$ cat src/rtl/pc_gen.sv
// Program-counter generator for the RV32 fetch stage.
// Picks the next fetch address (pc+4, ALU target, immediate target or hold), with a
// boot state, halt/resume, trap redirect with saved epc, mret and misalignment trapping.
// Optional return-address stack is enabled by defining PC_RAS_EN.
module pc_gen #(
    parameter int unsigned ADDR_W    = 11,
    parameter int unsigned RESET_VEC = 0,
    parameter int unsigned TRAP_VEC  = 'h40,
    parameter int unsigned RAS_DEPTH = 4
) (
    input  logic              clk,
    input  logic              rst_n,
    input  logic              pc_en,
    input  logic              fetch_ready,
    input  logic [1:0]        pc_sel,
    input  logic [ADDR_W-1:0] alu_addr,
    input  logic [ADDR_W-1:0] imm_addr,
    input  logic              trap,
    input  logic              mret,
    input  logic              halt,
    input  logic              call,
    input  logic              ret,
    output logic [ADDR_W-1:0] pc,
    output logic              pc_valid,
    output logic [ADDR_W-1:0] epc,
    output logic              misaligned,
    output logic              ras_hit
);

    localparam logic [ADDR_W-1:0] ResetPc = ADDR_W'(RESET_VEC);
    localparam logic [ADDR_W-1:0] TrapPc  = ADDR_W'(TRAP_VEC);

    typedef enum logic [1:0] {StBoot, StRun, StHalted} state_e;

    state_e            state_q, state_d;
    logic [ADDR_W-1:0] pc_q, pc_d;
    logic [ADDR_W-1:0] epc_q, epc_d;
    logic              mis_q, mis_d;
    logic [ADDR_W-1:0] pc_plus4;
    logic [ADDR_W-1:0] target;
    logic              accept;      // aligned, non-hold redirect/advance taken this edge
    logic              ras_pop_ok;  // ret on sel=01 with a non-empty RAS
    logic [ADDR_W-1:0] ras_top;

    assign pc_plus4 = pc_q + ADDR_W'(4);

    // Target mux: a RAS hit replaces the ALU address on returns.
    always_comb begin
        target = pc_q;
        unique case (pc_sel)
            2'b00: target = pc_plus4;
            2'b01: target = ras_pop_ok ? ras_top : alu_addr;
            2'b10: target = imm_addr;
            2'b11: target = pc_q;
            default: target = pc_q;
        endcase
    end

    // Next-state, pc and epc update in priority order: trap, halt, mret, advance.
    always_comb begin
        state_d = state_q;
        pc_d    = pc_q;
        epc_d   = epc_q;
        mis_d   = 1'b0;
        accept  = 1'b0;
        unique case (state_q)
            StBoot: state_d = StRun;
            StRun: begin
                if (halt) state_d = StHalted;
                if (trap) begin
                    epc_d = pc_q;
                    pc_d  = TrapPc;
                end else if (halt) begin
                    pc_d = pc_q;
                end else if (mret) begin
                    pc_d = epc_q;
                end else if (pc_en && fetch_ready && pc_sel != 2'b11) begin
                    if (target[1:0] != 2'b00) begin
                        epc_d = pc_q;
                        pc_d  = TrapPc;
                        mis_d = 1'b1;
                    end else begin
                        pc_d   = target;
                        accept = 1'b1;
                    end
                end
            end
            StHalted: if (!halt) state_d = StRun;
            default: state_d = StBoot;
        endcase
    end

    // Core state registers.
    always_ff @(posedge clk or negedge rst_n) begin
        if (!rst_n) begin
            state_q <= StBoot;
            pc_q    <= ResetPc;
            epc_q   <= '0;
            mis_q   <= 1'b0;
        end else begin
            state_q <= state_d;
            pc_q    <= pc_d;
            epc_q   <= epc_d;
            mis_q   <= mis_d;
        end
    end

`ifdef PC_RAS_EN
    localparam int unsigned IW = $clog2(RAS_DEPTH);
    localparam int unsigned CW = $clog2(RAS_DEPTH + 1);

    logic [ADDR_W-1:0] ras_mem [RAS_DEPTH];
    logic [IW-1:0]     ras_ptr_q;  // next slot to write
    logic [CW-1:0]     ras_cnt_q;
    logic              ras_hit_q;
    logic              ras_pop, ras_push;

    assign ras_pop_ok = (pc_sel == 2'b01) && ret && (ras_cnt_q != '0);
    assign ras_top    = ras_mem[ras_ptr_q - IW'(1)];
    assign ras_pop    = accept && ras_pop_ok;
    assign ras_push   = accept && call && (pc_sel == 2'b01 || pc_sel == 2'b10);
    assign ras_hit    = ras_hit_q;

    // Circular stack: full pushes overwrite the oldest entry, pop+push reuses the top slot.
    always_ff @(posedge clk or negedge rst_n) begin
        if (!rst_n) begin
            for (int i = 0; i < int'(RAS_DEPTH); i++) ras_mem[i] <= '0;
            ras_ptr_q <= '0;
            ras_cnt_q <= '0;
            ras_hit_q <= 1'b0;
        end else begin
            ras_hit_q <= ras_pop;
            if (ras_pop && ras_push) begin
                ras_mem[ras_ptr_q - IW'(1)] <= pc_plus4;
            end else if (ras_pop) begin
                ras_ptr_q <= ras_ptr_q - IW'(1);
                ras_cnt_q <= ras_cnt_q - CW'(1);
            end else if (ras_push) begin
                ras_mem[ras_ptr_q] <= pc_plus4;
                ras_ptr_q          <= ras_ptr_q + IW'(1);
                if (ras_cnt_q != CW'(RAS_DEPTH)) ras_cnt_q <= ras_cnt_q + CW'(1);
            end
        end
    end
`else
    logic unused_ras;

    assign ras_pop_ok = 1'b0;
    assign ras_top    = '0;
    assign ras_hit    = 1'b0;
    assign unused_ras = call ^ ret ^ accept;
`endif

    assign pc         = pc_q;
    assign epc        = epc_q;
    assign misaligned = mis_q;
    assign pc_valid   = (state_q == StRun);

endmodule

$ cat config.mk
export PLATFORM = sky130hd
export DESIGN_NAME = pc_gen
export DESIGN_NICKNAME = d
export VERILOG_FILES = /design/src/rtl/pc_gen.sv
export SDC_FILE = /design/constraint.sdc
export NUM_CORES = 1
export LEC_CHECK = 0
export CAP_MARGIN = 20
export CORE_AREA = 2 2 72 53
export DETAILED_ROUTE_END_ITERATION = 10
export DIE_AREA = 0 0 74 55
export GPL_TIMING_DRIVEN = 0
export PLACE_DENSITY_LB_ADDON = 0.25
export SYNTH_ARGS = -nofsm -noshare
export SYNTH_HDL_FRONTEND = slang
export SYNTH_SLANG_ARGS = --single-unit
$ cat constraint.sdc
create_clock -name clk -period 3.5 [get_ports clk]
set_input_delay 0.525 -clock clk [delete_from_list [all_inputs] [get_ports clk]]
set_output_delay 0.525 -clock clk [all_outputs]
set_load 0.02 [all_outputs]
==> results of run 1 <==
==> synthesized netlist by cell type, types with 2 or more instances <==
master    instances
a21oi_1          11
a22o_1            2
a22oi_1           3
a31oi_1           4
buf_6             2
clkbuf_1          6
dfrtp_1          25
inv_1             6
mux2_4           10
mux2i_1           2
nand2_1          13
nand2b_1          2
nand3_1           7
nor2_1           13
nor2b_1           6
o211ai_1          2
o21ai_0          13
o21ai_1           2
or2_2             2
or3_1             2
xnor2_1           3
xor2_1            3
==> worst register-to-register path: stages, from the launching register on <==
cell	delay (ns)
dfrtp_1	0.43
nor2b_1	0.21
o21ai_0	0.22
a21oi_1	0.20
clkbuf_1	0.43
nand3_1	0.14
o21ai_0	0.10
==> cells in the final DEF (no fill, tap or decap), types with 4 or more instances in the layout <==
master / count
a21oi_1: 11
a31oi_1: 4
clkbuf_1: 6
clkdlybuf4s50_1: 54
dfrtp_1: 25
inv_1: 6
mux2_4: 10
nand2_1: 13
nand3_1: 7
nor2_1: 13
nor2b_1: 6
o21ai_0: 13
==> routing by layer <==
| metal | GRT usage [%] | share of wire (%) | vias up |
|---|---|---|---|
| li1 | - | - | 681 |
| met1 | 27.5 | 45 | 690 |
| met2 | 34.8 | 45 | 51 |
| met3 | 5.62 | 8.6 | 4 |
| met4 | 5.45 | 0.74 | 0 |
| met5 | 0 | 0 | - |
==> power breakdown <==
part | switching [mW] | leakage (nW) | internal, mW | total [mW]
Sequential | 0.136 | 0.307 | 0.412 | 0.549
Combinational | 0.430 | 0.567 | 0.465 | 0.895
Clock | 0.0967 | 0.0217 | 0.0807 | 0.177
==> state kept, by name, indices dropped and copies added (netlist names) <==
signal / count
state_q: 2
misaligned: 1
epc: 11
pc: 11
==> stage by stage <==
| step | std cells | worst slack, ns |
|---|---|---|
| finish | 268 | 1.21 |
| global route | 268 | 1.14 |
| CTS | 268 | 1.21 |
| detailed placement | 264 | 0.924 |
| global placement | 263 | 0.942 |
| floorplan | 159 | 1.60 |
==> worst max path at each step <==
stage              end  slack (ns)  cells after the start
2_1_floorplan  epc[10]        1.60                      6
3_3_place_gp    epc[2]        0.94                      8
3_5_place_dp    epc[6]        0.92                      8
4_1_cts         epc[4]        1.21                      8
5_1_grt        epc[10]        1.14                      8
6_report        epc[6]        1.21                      7
==> logic make-up (layout without fill, tap and decap cells) <==
family	after synthesis	in the layout
adders and majority gates	1	1
buffers and inverters	16	75
and+or+nand+nor	51	51
DFF	25	25
muxes	13	13
xor gates and xnor gates	6	6
other	1	1
AOI/OAI and AO/OA	46	46
==> cell type report <==
type | instances | area [um^2] | share of cell area [%]
buffer | 10 | 57.6 | 2.62
clock buffer | 3 | 41.3 | 1.88
clock inverter | 1 | 7.51 | 0.342
inverter | 6 | 22.5 | 1.03
multi-input combinational | 118 | 821 | 37.4
sequential | 25 | 626 | 28.5
tap | 50 | 62.6 | 2.85
timing repair buffer | 55 | 556 | 25.3
==> impl_results.md, run 1 <==
* Run status: finished, final reports clean
* Cells along the critical path: clkdlybuf4s50_1, and2b_1, a211oi_4, o21a_1, o21bai_2, buf_6, mux2_4
* Post-route clock skew at 0.00165 ns
* Start-to-end type of the worst setup path: input pin to flip-flop
* Max cap viols at 0
* Buffers & Inverters on Critical Path at 2
* Antenna Violating Nets Remaining at 0
* Number of vias per cell after detailed routing at between 5 and 6
* Adder-cell share of the synthesized area at less than 1%
* Design area at 2190 um^2
* Vias post-DR at 1426
* Startpoint types: input pin
* Placeable core area at about 3400 um^2
* Start point of the worst min-delay path: epc[0]
* Total power draw at between 1.5 and 2 mW
* Final hold slack at 0.536 ns
* Tightest Pin Transition at a little over 0.6 ns
* Wire length of the first global-routing pass at ~6.3 mm
* Standard-cell row count at 18
* Part of the cycle the worst path needs at 65.5%
* Critical R2R Capture: pc[1]
* TritonCTS Buffers at 3
* Drc violations at 0
* Quantity of I/O buffers inserted on ports at 54
* Cell area reported after detailed placement at between 2000 and 2500 um^2
* RD Place Congestion at 0.858
* Post-DR wirelength/cell at roughly 15 um
* CP Capture Type: flip-flop
* Maximum count of clock buffers along a single path at 2
* Library cell with the largest summed area after synthesis: dfrtp_1
* XOR/XNOR Fraction of Synth Area at under 10%
* Proportion of layout cells with a drive suffix above 1 at a little under an eighth
* CTS tree: built
* Starting DRT DRC Count at between 80 and 90
* Initial antenna violation count at 0
* Predominant post-synthesis flop cell: dfrtp_1
* Gate count after technology mapping at 159
* Root Buffer: clkbuf_8
* Post-synthesis async set-or-reset flop share at 100%
* Leakage Power at roughly 0.9 nW
* Critical path data required time at between 3 and 4 ns
* Number of filler instances in the final layout at around 270
* Max-slew headroom at slightly below 60%
* Floorplan die area at 4070 um^2
* Clock transition time at the flip-flop clock pins of the worst setup and hold paths at roughly 0.090 ns
* Worst Setup SP: pc_sel[0]
* Remaining Overflow, GRT at 0
* Number of diodes at 0
* Ports placed on the boundary at slightly below 60
* Number of cells traversed by the worst hold path at 2
* Fraction of the mapped netlist area in simple logic gates at between 10% and 20%
* Cell at the slowest stage of the critical path: clkdlybuf4s50_1
* Setup tns final at 0 ns
* FF+latch count, synth at 25
* Fin util at about 64%
* Mux cell area share after synthesis at 11.9%
* FMAX at about 0.44 GHz
* Post-CTS setup repair buffer count at 0
* Compound-Gate Fraction of Synth Area at between 20% and 30%
* Largest fanout of any net on the critical path at 10
* Final net count at between 200 and 300
* PD cells at about 740 nW/um^2
* Most area-consuming cells after synthesis: dfrtp_1 (41%), mux2_4 (9.8%), o21ai_0 (4.3%), a21oi_1 (3.6%), nand2_1 (3.2%)
* Router iterations before antenna repair at 4
* Synthesized area at between 1500 and 2000 um^2
* Number of enable flip-flop cells after synthesis at 0
* Min Tclk post-route at around 2.3 ns
* CP arrival at between 2 and 2.5 ns
* Half-perimeter wire length after placement at 2.98 mm
* Mean Syn Cell Area at 9.60 um^2
* Number of max-slew violations in the final report at 0
* Final Hold Vio Count at 0
* Area share of the largest cell type after synthesis at ~40%
* Final Setup Violations at 0
* Cell depth of the worst flop-to-flop path at 6
* Setup repair after global routing missed its margin: no
* Endpoint, Worst Hold: pc[0]
* Quantity of gates resized following cts at 0
* Main combinational cell family by area after synthesis: compound AO/OA/AOI/OAI gates
* Clock Sink Count at 25
* Insertion delay of the later-clocked pin in the worst-skew pair at 0.27 ns
* Worst IR drop on VDD at a little over 0.4 mV
* Largest stage delay on the critical path at roughly 0.53 ns
* Yosys synthesis warning count at 0
* Gr usage total at between 20% and 30%
* Count of H-tree levels built during CTS at 1
* CTS Hold Buffers Added at 0
* Area growth from synthesis to layout at 43.7%
* Type of the worst min-delay path: flip-flop to flip-flop
* Sequential cell area fraction in the yosys report at about 41%
* Vertical die dimension at approximately 55 um
* Horiz. Die Dim at ~74 um
* Distinct cells, synth at 42
* Total nets after synthesis at between 150 and 200
* R2r setup slk at between 1.5 and 2 ns
* Vias in the first global route at about 1.4k
* Crit-path leading delay family: buffers and inverters
* Total length of routed wires at 4.07 mm
* Initial Utilization at around 45%
* FF-to-FF Start: state_q[1]
* Largest net degree at the start of global routing at 16
(Power assumes the default switching activity.)
==> run 2: changes to the inputs <==
CORE_AREA = 2 2 77 57   (was 2 2 72 53)
DIE_AREA = 0 0 79 59   (was 0 0 74 55)
clock period = 2 ns   (was 3.5 ns; I/O delays follow)
==> run 2 against run 1 <==
Clock skew up 0.0060 ns; count of clock-buffer cells in the layout unchanged; wire length down 2.4%; design area up 2.5%; first-iteration DRC count down 4.5%; critical path depth down 2; sequential share of layout area down 0.68 points; sequential power up 74%; worst setup slack worse by 1.1 ns; sequential cell count unchanged; non-clock buffer count up 3; critical path type unchanged; combinational power up 78%.
==> impl_results.md, run 2 (synthesis gave the netlist of run 1 again) <==
* TritonCTS Buffers at 3 (unchanged)
* Largest net degree at the start of global routing at 17 (+1)
* Final Instance Count excl. Fillers at 273 (+1.9%)
* Number of diodes at 0 (unchanged)
* Met3 wire length at 296 um (-15%)
* Setup tns final at 0 ns (unchanged)
* Number of max-slew violations in the final report at 0 (unchanged)
* Design area at 2250 um^2 (+2.5%)
* Largest fanout of any net on the critical path at 7 (-3)
* Post-route clock skew at 0.00769 ns (+0.00604 ns)
* RD Place Congestion at 0.891 (+3.9%)
* Initial antenna violation count at 0 (unchanged)
* Met1 layer wirelength in the final routing at 1.97 mm (+7.2%)
* Placed insts at 266 (+0.76%)
* Critical path data required time at 2.16 ns (-1.50 ns)
* Part of the cycle the worst path needs at a little over nine tenths
* Cell at the slowest stage of the critical path: clkdlybuf4s50_1
* Clock Sink Count at 25 (unchanged)
* Run status: finished, final reports clean
* Buffers & Inverters on Critical Path at 2 (unchanged)
* CP Capture Type: flip-flop
* Root Buffer: clkbuf_8
* Tightest Pin Transition at 0.596 ns (-0.0167 ns)
* Total power draw at 2.85 mW (+76%)
* Maximum count of clock buffers along a single path at 2 (unchanged)
* Initial Utilization at 39.6% (-5.2 points)
* Crit-path leading delay family: buffers and inverters
* Clock transition time at the flip-flop clock pins of the worst setup and hold paths at 0.09 ns (about the same)
* Cell depth of the worst flop-to-flop path at 6 (unchanged)
* Type of the worst min-delay path: input pin to async pin
* Proportion of layout cells with a drive suffix above 1 at 14.5% (+2.6 points)
* Total length of routed wires at 3.97 mm (-2.4%)
* Commonest cells after routing, fill and taps aside: clkdlybuf4s50_1 (52), dfrtp_1 (25), o21ai_0 (13), nor2_1 (13), nand2_1 (13)
* Standard-cell row count at 19 (+1)
* Start-to-end type of the worst setup path: input pin to flip-flop
* Quantity of I/O buffers inserted on ports at 54 (unchanged)
* Cell area reported after detailed placement at 2160 um^2 (+0.70%)
* Drc violations at 0 (unchanged)
* Final net count at 256 (+1.2%)
* Count of H-tree levels built during CTS at 1 (unchanged)
* Router iterations before antenna repair at 4 (unchanged)
* Final Setup Violations at 0 (unchanged)
* CTS tree: built
* Vertical die dimension at 59 um (+7.3%)
* Placeable core area at 3850 um^2 (+13%)
* Ports placed on the boundary at 58 (unchanged)
* Startpoint types: input pin
* Wire length of the first global-routing pass at 6.27 mm (+0.22%)
* CP arrival at 2.10 ns (-0.36 ns)
* Post-DR wirelength/cell at 14.5 um (-4.1%)
* Cells along the critical path: clkdlybuf4s50_1, o21ai_0, o21bai_4, buf_6, mux2_4
* Max-slew headroom at 60.1% (+1.1 points)
* Final Hold Vio Count at 0 (unchanged)
* Largest stage delay on the critical path at 0.58 ns (+0.05 ns)
* Worst IR drop on VDD at 0.760 mV (+87%)
* Max cap viols at 0 (unchanged)
* Logic depth of the worst path, buffers included at 5 (-2)
* Fin util at 58.3% (-6.1 points)
* Number of vias per cell after detailed routing at 5.08 (-4.4%)
* Gr usage total at 17.6% (-3.3 points)
* Vias post-DR at 1388 (-2.7%)
* Insertion delay of the later-clocked pin in the worst-skew pair at 0.28 ns (about the same)
* PD cells at 1270 nW/um^2 (+72%)
* Starting DRT DRC Count at 84 (-4.5%)
* Min Tclk post-route at just under 2 ns
* FMAX at 0.516 GHz
* Remaining Overflow, GRT at 0 (unchanged)
* Area growth from synthesis to layout at 47.2%
* Antenna Violating Nets Remaining at 0 (unchanged)
* Horiz. Die Dim at 79 um (+6.8%)
* Vias in the first global route at 1267 (-6.6%)
* Top sig layer: met4
* Met2 wire length at 1.68 mm (-9.2%)
* Most common cell after layout, fill and taps aside: clkdlybuf4s50_1
* Leakage Power at 0.941 nW (+5.0%)
* Half-perimeter wire length after placement at 2.90 mm (-2.9%)
* Floorplan die area at 4660 um^2 (+15%)
## run 2: per-stage QoR
step                worst slack, ns  hold WS (ns)
CTS                          0.0203         0.408
floorplan                     0.168       0.00441
finish                       0.0612         0.392
detailed placement           -0.332         0.526
global route                -0.0104         0.432
global placement             -0.339         0.517
## run 2: timing repair
action | in CTS | in global routing
cloned | 0 | 1
endpoints found under the setup margin | 10 | 18
pin swaps | 0 | 1
buffers inserted | 0 | 2
hold buffers | 0 | 0
gates resized for setup | 2 | 10
## run 2: path summary, 6_finish.rpt
| kind | from | to | slack [ns] |
|---|---|---|---|
| worst max-delay path | trap | epc[6] | 0.06 |
| worst min-delay path | rst_n | pc[5] | 0.39 |
| worst max register to register | pc[4] | pc[7] | 0.27 |
| worst min register to register | state_q[1] | state_q[0] | 0.54 |
| max in group asynchronous | rst_n | epc[8] | 1.12 |
| min in group clk | state_q[1] | state_q[0] | 0.54 |
## run 2: metal layers
layer  vias to the layer above  track usage, %
met5                         -               0
met4                         0            2.96
met3                         4            4.42
met2                        56            24.9
met1                       646            27.6
li1                        682               -
## run 2: power breakdown
group / internal, mW / switching [mW] / total (mW) / leakage, nW
sequential: 0.722 / 0.233 / 0.954 / 0.307
clock: 0.140 / 0.172 / 0.312 / 0.0255
combinational: 0.839 / 0.749 / 1.59 / 0.608
## run 2: worst register-to-register path, stage by stage (launching register included)
cell and delay [ns]:
dfrtp_1 0.35, clkbuf_1 0.29, nand3_1 0.24, or3_1 0.36
a21oi_1 0.18, o21ai_1 0.09, a31oi_1 0.16
## run 2: final cells by class
| cell class | instances | area (um^2) |
|---|---|---|
| clock inverters | 1 | 5.00 |
| well taps | 52 | 65.1 |
| clock buffers | 3 | 41.3 |
| flip-flops and latches | 25 | 626 |
| multi-input cells | 118 | 830 |
| plain buffers | 10 | 62.6 |
| inverters | 6 | 22.5 |
| repair buffers | 58 | 596 |
| fillers | 343 | 1600 |
